[src/rtl/countdown_sched.sv]
// countdown_sched: round-robin arbiter sharing one down-counter among NREQ timer clients.
// Optional pause input under `define COUNTDOWN_SCHED_PAUSE_EN (freezes the count while RUN).
//
// Ports:
//   clk      in   clock, rising edge
//   reset    in   synchronous, active-high reset
//   pause    in   (COUNTDOWN_SCHED_PAUSE_EN only) hold count/state while RUN
//   req      in   [NREQ]      per-requester request level
//   len      in   [NREQ*dw]   flattened lengths, len[i*dw +: dw] = requester i
//   grant    out  [NREQ]      one-hot counter owner, zero when idle
//   busy     out  1           job in RUN or DONE
//   count    out  [dw]        current counter value
//   done     out  1           one-cycle completion pulse
//   done_id  out  [IDW]       owner of last completed job, held between pulses
module countdown_sched #(
  parameter int dw   = 8,
  parameter int NREQ = 4,
  parameter int IDW  = 2
) (
  input  logic              clk,
  input  logic              reset,
`ifdef COUNTDOWN_SCHED_PAUSE_EN
  input  logic              pause,
`endif
  input  logic [NREQ-1:0]    req,
  input  logic [NREQ*dw-1:0] len,
  output logic [NREQ-1:0]    grant,
  output logic               busy,
  output logic [dw-1:0]      count,
  output logic               done,
  output logic [IDW-1:0]     done_id
);

  typedef enum logic [1:0] {
    S_IDLE,
    S_RUN,
    S_DONE
  } state_t;

  state_t state_q, state_d;

  logic [IDW-1:0]  rr_q, rr_d;
  logic [IDW-1:0]  cur_id_q, cur_id_d;
  logic [NREQ-1:0] grant_q, grant_d;
  logic [dw-1:0]   count_q, count_d;
  logic            done_q, done_d;
  logic [IDW-1:0]  done_id_q, done_id_d;

  logic run_hold;

`ifdef COUNTDOWN_SCHED_PAUSE_EN
  assign run_hold = pause;
`else
  assign run_hold = 1'b0;
`endif

  // Arbitration: rotate req so that bit 0 is the requester at rr_q,
  // take the lowest set bit, then add the offset back modulo NREQ.
  logic [2*NREQ-1:0] req_dbl;
  logic [NREQ-1:0]   req_rot;
  logic [IDW:0]      off;
  logic [IDW:0]      wsum;
  logic              found;
  logic [IDW-1:0]    win;
  logic [dw-1:0]     win_len;
  logic [IDW-1:0]    win_nxt;

  always_comb begin
    req_dbl = {req, req};
    req_rot = req_dbl[rr_q +: NREQ];
    off     = '0;
    found   = 1'b0;
    for (int k = 0; k < NREQ; k++) begin
      if (!found && req_rot[k]) begin
        found = 1'b1;
        off   = (IDW+1)'(k);
      end
    end
    wsum = {1'b0, rr_q} + off;
    if (wsum >= (IDW+1)'(NREQ)) begin
      wsum = wsum - (IDW+1)'(NREQ);
    end
    win = wsum[IDW-1:0];
  end

  always_comb begin
    win_len = '0;
    for (int k = 0; k < NREQ; k++) begin
      if (win == IDW'(k)) begin
        win_len = len[k*dw +: dw];
      end
    end
  end

  always_comb begin
    if (win == IDW'(NREQ-1)) begin
      win_nxt = '0;
    end else begin
      win_nxt = win + 1'b1;
    end
  end

  // State register
  always_ff @(posedge clk) begin
    if (reset) begin
      state_q <= S_IDLE;
    end else begin
      state_q <= state_d;
    end
  end

  // Next-state logic
  always_comb begin
    state_d = state_q;
    unique case (state_q)
      S_IDLE: begin
        if (|req) begin
          state_d = (win_len != '0) ? S_RUN : S_DONE;
        end
      end
      S_RUN: begin
        if (!run_hold && count_q <= dw'(1)) begin
          state_d = S_DONE;
        end
      end
      S_DONE: begin
        state_d = S_IDLE;
      end
      default: begin
        state_d = S_IDLE;
      end
    endcase
  end

  // Output / datapath next values; all outputs leave from registers.
  // done is raised on the same edge that enters DONE, so it lines up
  // with the DONE cycle without a combinational decode.
  always_comb begin
    rr_d      = rr_q;
    cur_id_d  = cur_id_q;
    grant_d   = grant_q;
    count_d   = count_q;
    done_d    = 1'b0;
    done_id_d = done_id_q;
    unique case (state_q)
      S_IDLE: begin
        if (|req) begin
          cur_id_d = win;
          grant_d  = NREQ'(1) << win;
          count_d  = win_len;
          rr_d     = win_nxt;
          if (win_len == '0) begin
            done_d    = 1'b1;
            done_id_d = win;
          end
        end
      end
      S_RUN: begin
        if (!run_hold) begin
          if (count_q != '0) begin
            count_d = count_q - 1'b1;
          end
          if (count_q <= dw'(1)) begin
            done_d    = 1'b1;
            done_id_d = cur_id_q;
          end
        end
      end
      S_DONE: begin
        grant_d = '0;
      end
      default: begin
        grant_d = '0;
      end
    endcase
  end

  always_ff @(posedge clk) begin
    if (reset) begin
      rr_q      <= '0;
      cur_id_q  <= '0;
      grant_q   <= '0;
      count_q   <= '0;
      done_q    <= 1'b0;
      done_id_q <= '0;
    end else begin
      rr_q      <= rr_d;
      cur_id_q  <= cur_id_d;
      grant_q   <= grant_d;
      count_q   <= count_d;
      done_q    <= done_d;
      done_id_q <= done_id_d;
    end
  end

  assign grant   = grant_q;
  assign busy    = (state_q != S_IDLE);
  assign count   = count_q;
  assign done    = done_q;
  assign done_id = done_id_q;

endmodule
[config.mk]
export PLATFORM = sky130hd
export DESIGN_NAME = countdown_sched
export DESIGN_NICKNAME = d
export VERILOG_FILES = /design/src/rtl/countdown_sched.sv
export SDC_FILE = /design/constraint.sdc
export NUM_CORES = 1
export LEC_CHECK = 0
export CAP_MARGIN = 20
export CORE_ASPECT_RATIO = 1.1
export CORE_MARGIN = 3
export CORE_UTILIZATION = 30
export CTS_BUF_LIST = sky130_fd_sc_hd__clkbuf_2 sky130_fd_sc_hd__clkbuf_4 sky130_fd_sc_hd__clkbuf_8
export CTS_CLUSTER_DIAMETER = 30
export CTS_CLUSTER_SIZE = 40
export DETAILED_ROUTE_END_ITERATION = 16
export SYNTH_ARGS = -nofsm -noshare
export SYNTH_HDL_FRONTEND = slang
export SYNTH_SLANG_ARGS = --single-unit
export TNS_END_PERCENT = 20
[constraint.sdc]
create_clock -name clk -period 5.6 [get_ports clk]
set_input_delay 0.84 -clock clk [delete_from_list [all_inputs] [get_ports clk]]
set_output_delay 0.84 -clock clk [all_outputs]
set_load 0.02 [all_outputs]
### Word-level counts from Yosys, hierarchy flattened

Cells that the tools add are included.

* add/sub/neg operators: 4
* order comparisons: 2
* eq/ne operators: 8
* shifts and indexed selects: 2
* muxes and demuxes: 29
* bitwise gates (word level): 1
* reduce and logical (&&, ||, !) cells: 19

Operators by type and width (number)
* 8-bit 2-to-1 mux: 6
* 2-bit 2-to-1 mux: 10
* 8-bit case mux with 2 select lines: 1
* 8-bit nonzero test: 2
* 8-bit by 1-bit <= comparator with 1-bit output (second input constant): 1
* 8-bit zero test: 1
* 2-bit != test (second input constant): 4
* 2-bit case mux with 2 select lines: 2
* 4-bit case mux with 2 select lines: 1
* 8-bit by 3-bit indexed part select with 4-bit output: 1
* 8-bit by 1-bit subtractor with 8-bit output (second input constant): 1
* 1-bit 2-to-1 mux: 7
* 2-bit AND reduction: 3
* 2-bit by 1-bit equality test with 1-bit output (second input constant): 2
* 2-bit equality test (second input constant): 2
* 2-bit zero test: 2
* 4-bit 2-to-1 mux: 1
* 4-bit AND reduction: 1
* 2-bit nonzero test: 2
* 4-bit OR reduction: 1
* 1-bit by 2-bit left shift with 4-bit output (first input constant): 1
* 2-bit by 2-bit adder with 3-bit output: 1
* 3-bit greater-or-equal comparator (second input constant): 1
* 1-bit logical AND: 3
* 6 further kinds: 8

* register bits: 21
* input port bits: 38
* output and inout bits: 16

### Depth between registers and ports, before layout

Gate-level depths: netlist (run 1).

* word-level depth: 23
* mapped depth: 16

### Worst setup path before layout (run 1)

OpenSTA, ideal clock, no wires.

* path kind: input to register
* start point: input port req[2]
* end point: register done_id_q[0] (netlist: done_id[0])
* setup time: 0.121 ns
* data arrival time: 3.898 ns
* required time: 5.479 ns
* path slack: 1.580 ns
* stages on the path: 15
* cell sequence: clkbuf_1 > or4_1 > o211ai_1 > ha_1 > xor2_1 > xnor2_1 > inv_1 > ha_1 > buf_2 > a211o_1 > o221ai_1 > o21ai_0 > nor4_2 > a22oi_2 > mux2_4

* word-level cells in the longest chain between the ends: 22

RTL lines
* start: declaration: RTL line 25 `input logic [NREQ-1:0] req,`
* 8-bit by 3-bit indexed part select with 4-bit output *: RTL line 70 `req_rot = req_dbl[rr_q +: NREQ];`
* 1-bit 2-to-1 mux: RTL line 74 `if (!found && req_rot[k]) begin`
* 1-bit zero test: RTL line 74
* 1-bit logical AND: RTL line 74
* 1-bit 2-to-1 mux: RTL line 74
* 1-bit zero test: RTL line 74
* 1-bit logical AND: RTL line 74
* 1-bit 2-to-1 mux: RTL line 74
* [... 5 more ...]
* 2-bit 2-to-1 mux *: RTL line 80 `if (wsum >= (IDW+1)'(NREQ)) begin`
* via wsum[1]: RTL line 62 `logic [IDW:0] wsum;`
* 2-bit zero test: RTL line 89 `if (win == IDW'(k)) begin`
* 8-bit 2-to-1 mux (3 in series): RTL line 89
* 8-bit 2-to-1 mux *: RTL line 89
* 8-bit zero test *: RTL line 152 `if (win_len == '0) begin`
* 2-bit != test (no line) *
* 4-bit AND reduction (no line) *
* end signal: assignment: RTL line 192 `done_id_q <= done_id_d;`
* end: declaration: RTL line 47 `logic [IDW-1:0] done_id_q, done_id_d;`

The timed path passes the listed nets; every way through them passes the cells marked *. The select of a mux whose other input is x is not followed.
A chain may end at the register's enable or synchronous reset.

### Worst setup path in the final report (run 1)

Ends and elaborated chain as after synthesis.

==> results of run 1 <==
worst max-delay path, delay by kind of cell:
kind | cells | cell delay, ps
compound gates | 4 | 840
xor+xnor | 2 | 320
fa+ha+maj | 2 | 580
buf+inv | 2 | 680
mux | 1 | 350
simple gates | 3 | 1160
Yosys cell counts (3+ instances only):
cell type / count
nor2b_1: 3
a21oi_1: 10
a22oi_1: 5
o31ai_1: 3
o211ai_1: 3
or2_2: 3
a221oi_1: 6
o21ai_0: 9
dfxtp_1: 21
a211oi_1: 3
o22ai_1: 10
ha_1: 7
nor2_1: 24
nor3_1: 10
inv_1: 7
nand2b_1: 5
nand2_1: 15
clkbuf_1: 9
registers in the layout (all words and copies together), names as in the netlist:
register  flops
done          1
cur_id_q      2
grant         4
count         8
state_q       2
done_id       2
rr_q          2
per-stage QoR:
stage          cells  utilization, %  instance area (µm²)  power (W)
6_report         290            44.0                 2060    0.00122
5_1_grt          290            44.0                 2060    0.00133
4_1_cts          290            44.0                 2060    0.00123
3_5_place_dp     286            43.0                 2020    0.00112
3_3_place_gp     286            43.0                 2020    0.00111
2_1_floorplan    189               -                 1470   0.000895
cells in the final DEF (no fill, tap or decap), drive strengths merged, types with 2 or more instances in the layout:
cell / netlist / final
a211oi: 3 / 3
a21oi: 10 / 10
a221oi: 7 / 7
a22oi: 6 / 6
clkbuf: 9 / 3
clkdlybuf4s50: 0 / 53
dfxtp: 21 / 21
ha: 7 / 7
inv: 7 / 7
nand2: 15 / 15
nand2b: 5 / 5
nor2: 25 / 25
nor2b: 3 / 3
nor3: 10 / 10
nor4: 3 / 3
o211ai: 3 / 3
o21ai: 10 / 10
o22ai: 10 / 10
o31ai: 3 / 3
o32ai: 2 / 2
o41ai: 2 / 2
or2: 4 / 4
or3: 2 / 2
or3b: 2 / 2
or4: 2 / 2
worst paths after layout:
check	from	to	slack (ps)	cells after the start
min reg2reg	cur_id_q[0]$_SDFFE_PP0P_	cur_id_q[0]$_SDFFE_PP0P_	460	2
max	req[2]	done_id[0]$_SDFFE_PP0P_	970	14
max reg2reg	rr_q[0]$_SDFFE_PP0P_	done_id[0]$_SDFFE_PP0P_	1670	14
min	cur_id_q[0]$_SDFFE_PP0P_	cur_id_q[0]$_SDFFE_PP0P_	460	2
final cells by class:
cell class,count,share of cell area (%)
inverter,7,1.27
clock inverter,1,0.243
tap,56,3.40
timing repair buffer,53,25.7
clock buffer,3,2.00
multi-input combinational,149,47.0
sequential,21,20.4
layer usage:
layer	vias to the layer above	track usage, %	part of all wire, %
met5	-	0	0
met4	0	3.87	1.1
met3	5	2.52	4.6
met2	37	20.5	43
met1	720	21.7	51
li1	805	-	-
cells by family (layout without fill, tap and decap cells):
kind of cell / count (synthesis) / after routing / share of synthesized area, %
AOI/OAI and AO/OA: 64 / 64 / 31.3
DFF: 21 / 21 / 28.6
and+or+nand+nor: 74 / 74 / 25.7
muxes: 2 / 2 / 1.70
xor gates and xnor gates: 2 / 2 / 1.19
buffers and inverters: 19 / 64 / 5.53
adders and majority gates: 7 / 7 / 5.96
where the power goes:
group	internal, W	switching (W)
registers	0.000206	0.0000585
logic	0.000369	0.000489
clock network	0.0000496	0.0000516
==> metrics, run 1 <==
Yosys reg bits 21; HP Class reg2reg; maxcap violations 0; final critical-path share of the clock period 82.6%; VDD IR max 0.223 mV; LEAKAGE 0.770 nW; Final Hold Fails 0; PnR worst setup slack 973 ps; Final Setup Violations 0; slowest CP cell clkdlybuf4s50_1; top-area cell type share of the netlist area 28.6%; number of synthesized flops with an enable pin 0; max-slew violations 0; via count 1567; Syn Inst Count 189; Syn Area/Cell 7.78 µm²; first-pass GRT wire length 6710 µm; Worst Setup End Kind flip-flop; # Post-CTS Setup Buffers 0; CTS root buffer clkbuf_8; Seq/Total Area, Yosys 28.6%; gpl congestion 0.774; H-tree levels 1; number of global-route vias before repair 1415; I/O Buffers 53; Top cell by count, worst path ha_1; GR Overflow Total 0; Post-synth top flop dfxtp_1; worst path cell trace clkdlybuf4s50_1, or4_1, o211ai_1, ha_1, xor2_1, xnor2_1, inv_1, ha_1, nor2b_1, a221oi_1, o22ai_1, nor4_2, a22oi_2, mux2_4; drt drc 0; Mapped Area 1470 µm²; standard cell core area 4680 µm²; worst slew pin tran 975 ps; initial drt markers 73; WL/cell 14.3 µm; Setup crit start kind input pin; TritonCTS Buffers 3; fin crit period 4630 ps; main area contributors after synthesis dfxtp_1, nor2_1, ha_1; post-synth cell types 49; Pwr Density 594 nW/µm²; post-synth top area cell dfxtp_1; Critical Path Max Stage Delay 550 ps; status finished clean; initial core utilization 31.4%; die height 79.4 µm; async set or reset register ratio after synthesis 0%; initial antenna violation count 0; worst clock skew 1.20 ps; Worst-path clk slew 80 ps; setup repair after global routing missed its margin false; YS warnings 0; Site Rows 26; CTS tree yes; First-pass DRT Iterations 4; syn_nets 234; setup TNS 0 ps; # fillers 495; post_cts resized 0; share of cells above drive strength 1 7.26%; final WL 4150 µm; pre-CTS WS 765 ps; Setup CP Type in2reg; Die W 72.7 µm; vias per inst 5.40; largest net degree at the start of global routing 24; Clock Tree Buf Depth 2; FMAX 216 MHz; CP required 5760 ps; slew margin rel. 34.9%; number of I/O pins 54; clk_lat worst skew 260 ps; P&R area growth vs syn 40.3%; maximum fanout along the worst path 11; ant diodes 0; Worst EP arrival 4790 ps; overall die area 5780 µm²; global-route total usage across every layer 14.3%; hold slack 460 ps; # clock sinks 21; sequential cell area 420 µm²; Post-DRT Antenna Nets 0; area of the multi-input gates 968 µm²; Nets 280; DP HPWL 3130 µm; Hold Buf Count CTS 0
Note: power is estimated with default switching activity, not from simulation.
==> run 2, diff against run 1 <==
Clock period 5.6 ns to 4.6 ns, I/O delays scaled along.
==> metrics, run 2 (synthesis gave the netlist of run 1 again) <==
Clock Tree Buf Depth 2 (unchanged); worst path cell trace clkdlybuf4s50_1, nor2_1, or4_1, o211ai_1, ha_1, xor2_1, xnor2_1, inv_1, ha_1, nor2b_1, a221oi_1, o22ai_1, nor4_2, a22oi_2, mux2_4; largest net degree at the start of global routing 24 (unchanged); HP Class reg2reg; Critical Path Max Stage Delay 570 ps (+20 ps); First-pass DRT Iterations 4 (unchanged); worst r2r path cells 14 (unchanged); Top cell by count, worst path ha_1; slowest CP cell clkdlybuf4s50_1; clock share of power 8.6% (+0.3 points); WL met1 2160 µm (+1.3%); CP required 4760 ps (-1000 ps); VDD IR max 0.302 mV (+36%); first-pass GRT wire length 7040 µm (+4.9%); via count 1595 (+1.8%); Sw Ratio 48.8% (-0.12 points); standard cell core area 4680 µm² (unchanged); Worst-path clk slew 90 ps (about the same); maximum fanout along the worst path 7 (-4); CTS tree yes; Net Switching 0.000742 W (+24%); min-delay src cur_id_q[0]$_SDFFE_PP0P_; DP HPWL 3220 µm (+2.8%); gpl congestion 0.763 (-1.5%); Cell Area, Placed 2050 µm² (+1.5%); Site Rows 26 (unchanged); GR Overflow Total 0 (unchanged); Int Power 0.000779 W (+25%); Setup crit start kind input pin; fin crit period 4310 ps; I/O Buffers 53 (unchanged); share of cells above drive strength 1 9.24% (+2.0 points); reg2reg start rr_q[0]$_SDFFE_PP0P_; Setup CP Type in2reg; Top Metal Used met4; hold slack 463 ps (+2.87 ps); Post-DRT Antenna Nets 0 (unchanged); met3 WL post-DR 240 µm (+27%); commonest cells after routing, fill and taps aside clkdlybuf4s50_1, nor2_1, dfxtp_1; vias per inst 5.43 (+0.40%); R2R setup slack 750 ps (-920 ps); status finished clean; drt drc 0 (unchanged); DP Cell Count 290 (+1.4%); Worst EP arrival 4480 ps (-310 ps); max-slew violations 0 (unchanged); Pwr Density 724 nW/µm² (+22%); slew margin rel. 32.1% (-2.8 points); initial drt markers 116 (+59%); worst clock skew 1.53 ps (+0.323 ps); commonest non-fill, non-tap cell in the layout clkdlybuf4s50_1; Final Core Density 44.8% (+0.83 points); overall die area 5780 µm² (unchanged); initial antenna violation count 0 (unchanged); worst r2r dst done_id[0]$_SDFFE_PP0P_; ant diodes 0 (unchanged); Logic pwr share 70.3% (+0.2 points); number of global-route vias before repair 1470 (+3.9%); global-route total usage across every layer 15.0% (+0.69 points); Finished Layout Cells 294 (+1.4%); # clock sinks 21 (unchanged); max reg flops 8 (unchanged); Worst Setup End Kind flip-flop; clk_lat worst skew 270 ps (about the same); maxcap violations 0 (unchanged); Final Hold Fails 0 (unchanged); Hold Buf Count CTS 0 (unchanged); Die W 72.7 µm (unchanged); P&R area growth vs syn 42.9%; Nets 284 (+1.4%); initial core utilization 31.4% (unchanged); number of I/O pins 54 (unchanged); LEAKAGE 0.787 nW (+2.2%); hold worst-path end cur_id_q[0]$_SDFFE_PP0P_; Final Setup Violations 0 (unchanged); Sequential Power Share 21.1% (-0.5 points); FMAX 232 MHz; CTS root buffer clkbuf_8; H-tree levels 1 (unchanged); die height 79.4 µm (unchanged); DR WL met2 1840 µm (+3.7%); worst slew pin tran 1020 ps (+41.7 ps); final critical-path share of the clock period 93.7%; final WL 4280 µm (+3.2%); Top delay family on crit path simple AND/OR/NAND/NOR gates; Final Cell Area 2100 µm² (+1.9%); worst hold path cell count 2 (unchanged); setup TNS 0 ps (unchanged); Crit path buffers/inverters 2 (unchanged); setup repair after global routing missed its margin false; TritonCTS Buffers 3 (unchanged); WL/cell 14.6 µm (+1.8%)
[run 2: cell types whose count changed in the layout (fill, tap and decap cells not counted)]
cell / change
a221oi_1: -1
clkinv_2: -1
buf_4: +4
clkinvlp_4: +1
a221oi_2: +1
[run 2: power groups by stage]
| stage | combinational (W) | sequential (W) | clock [W] |
|---|---|---|---|
| after global routing | 0.00120 | 0.000334 | 0.000138 |
| after CTS | 0.00106 | 0.000320 | 0.000132 |
| after detailed placement | 0.00106 | 0.000324 | 0 |
| final | 0.00107 | 0.000321 | 0.000130 |
| after global placement | 0.00106 | 0.000324 | 0 |
| after floorplan | 0.000728 | 0.000362 | 0 |
[run 2: worst max-delay path by stage]
stage / startpoint / end / slack (ps) / depth (start not counted)
floorplan: req[2] / done_id[0]$_SDFFE_PP0P_ / 730 / 15
global placement: req[1] / done_id[0]$_SDFFE_PP0P_ / 60 / 15
detailed placement: req[1] / done_id[0]$_SDFFE_PP0P_ / 50 / 15
CTS: req[1] / done_id[0]$_SDFFE_PP0P_ / 310 / 15
global route: req[1] / done_id[1]$_SDFFE_PP0P_ / 20 / 17
finish: req[1] / done_id[0]$_SDFFE_PP0P_ / 290 / 15
[run 2: final cells by class]
| cell class | count | area, µm² |
|---|---|---|
| fill | 496 | 2580 |
| multi-input combinational | 149 | 975 |
| timing repair buffer | 57 | 561 |
| sequential | 21 | 420 |
| tap | 56 | 70.1 |
| clock buffer | 3 | 41.3 |
| inverter | 7 | 26.3 |
| clock inverter | 1 | 7.51 |
[run 2: stage by stage]
stage	total power [W]	setup slack, ps
global placement	0.00138	61.4
CTS	0.00152	312
finish	0.00152	288
floorplan	0.00109	730
detailed placement	0.00138	45.6
global route	0.00167	18.7
[run 2: timing repair]
item / in CTS / in global routing
endpoints found under the setup margin: 0 / 4
resized for setup: 0 / 1
setup buffers: 0 / 0
[run 2: tightest hold or removal path, delay by kind of cell (launching register included)]
family,cells,cell delay (ps)
compound gates,1,50
flops,1,320
simple gates,1,50
[run 2: layer usage]
| metal | GRT usage (%) | vias to the layer above |
|---|---|---|
| met5 | 0 | - |
| met4 | 3.51 | 0 |
| met3 | 2.39 | 4 |
| met2 | 21.4 | 47 |
| met1 | 23.2 | 726 |
| li1 | - | 818 |
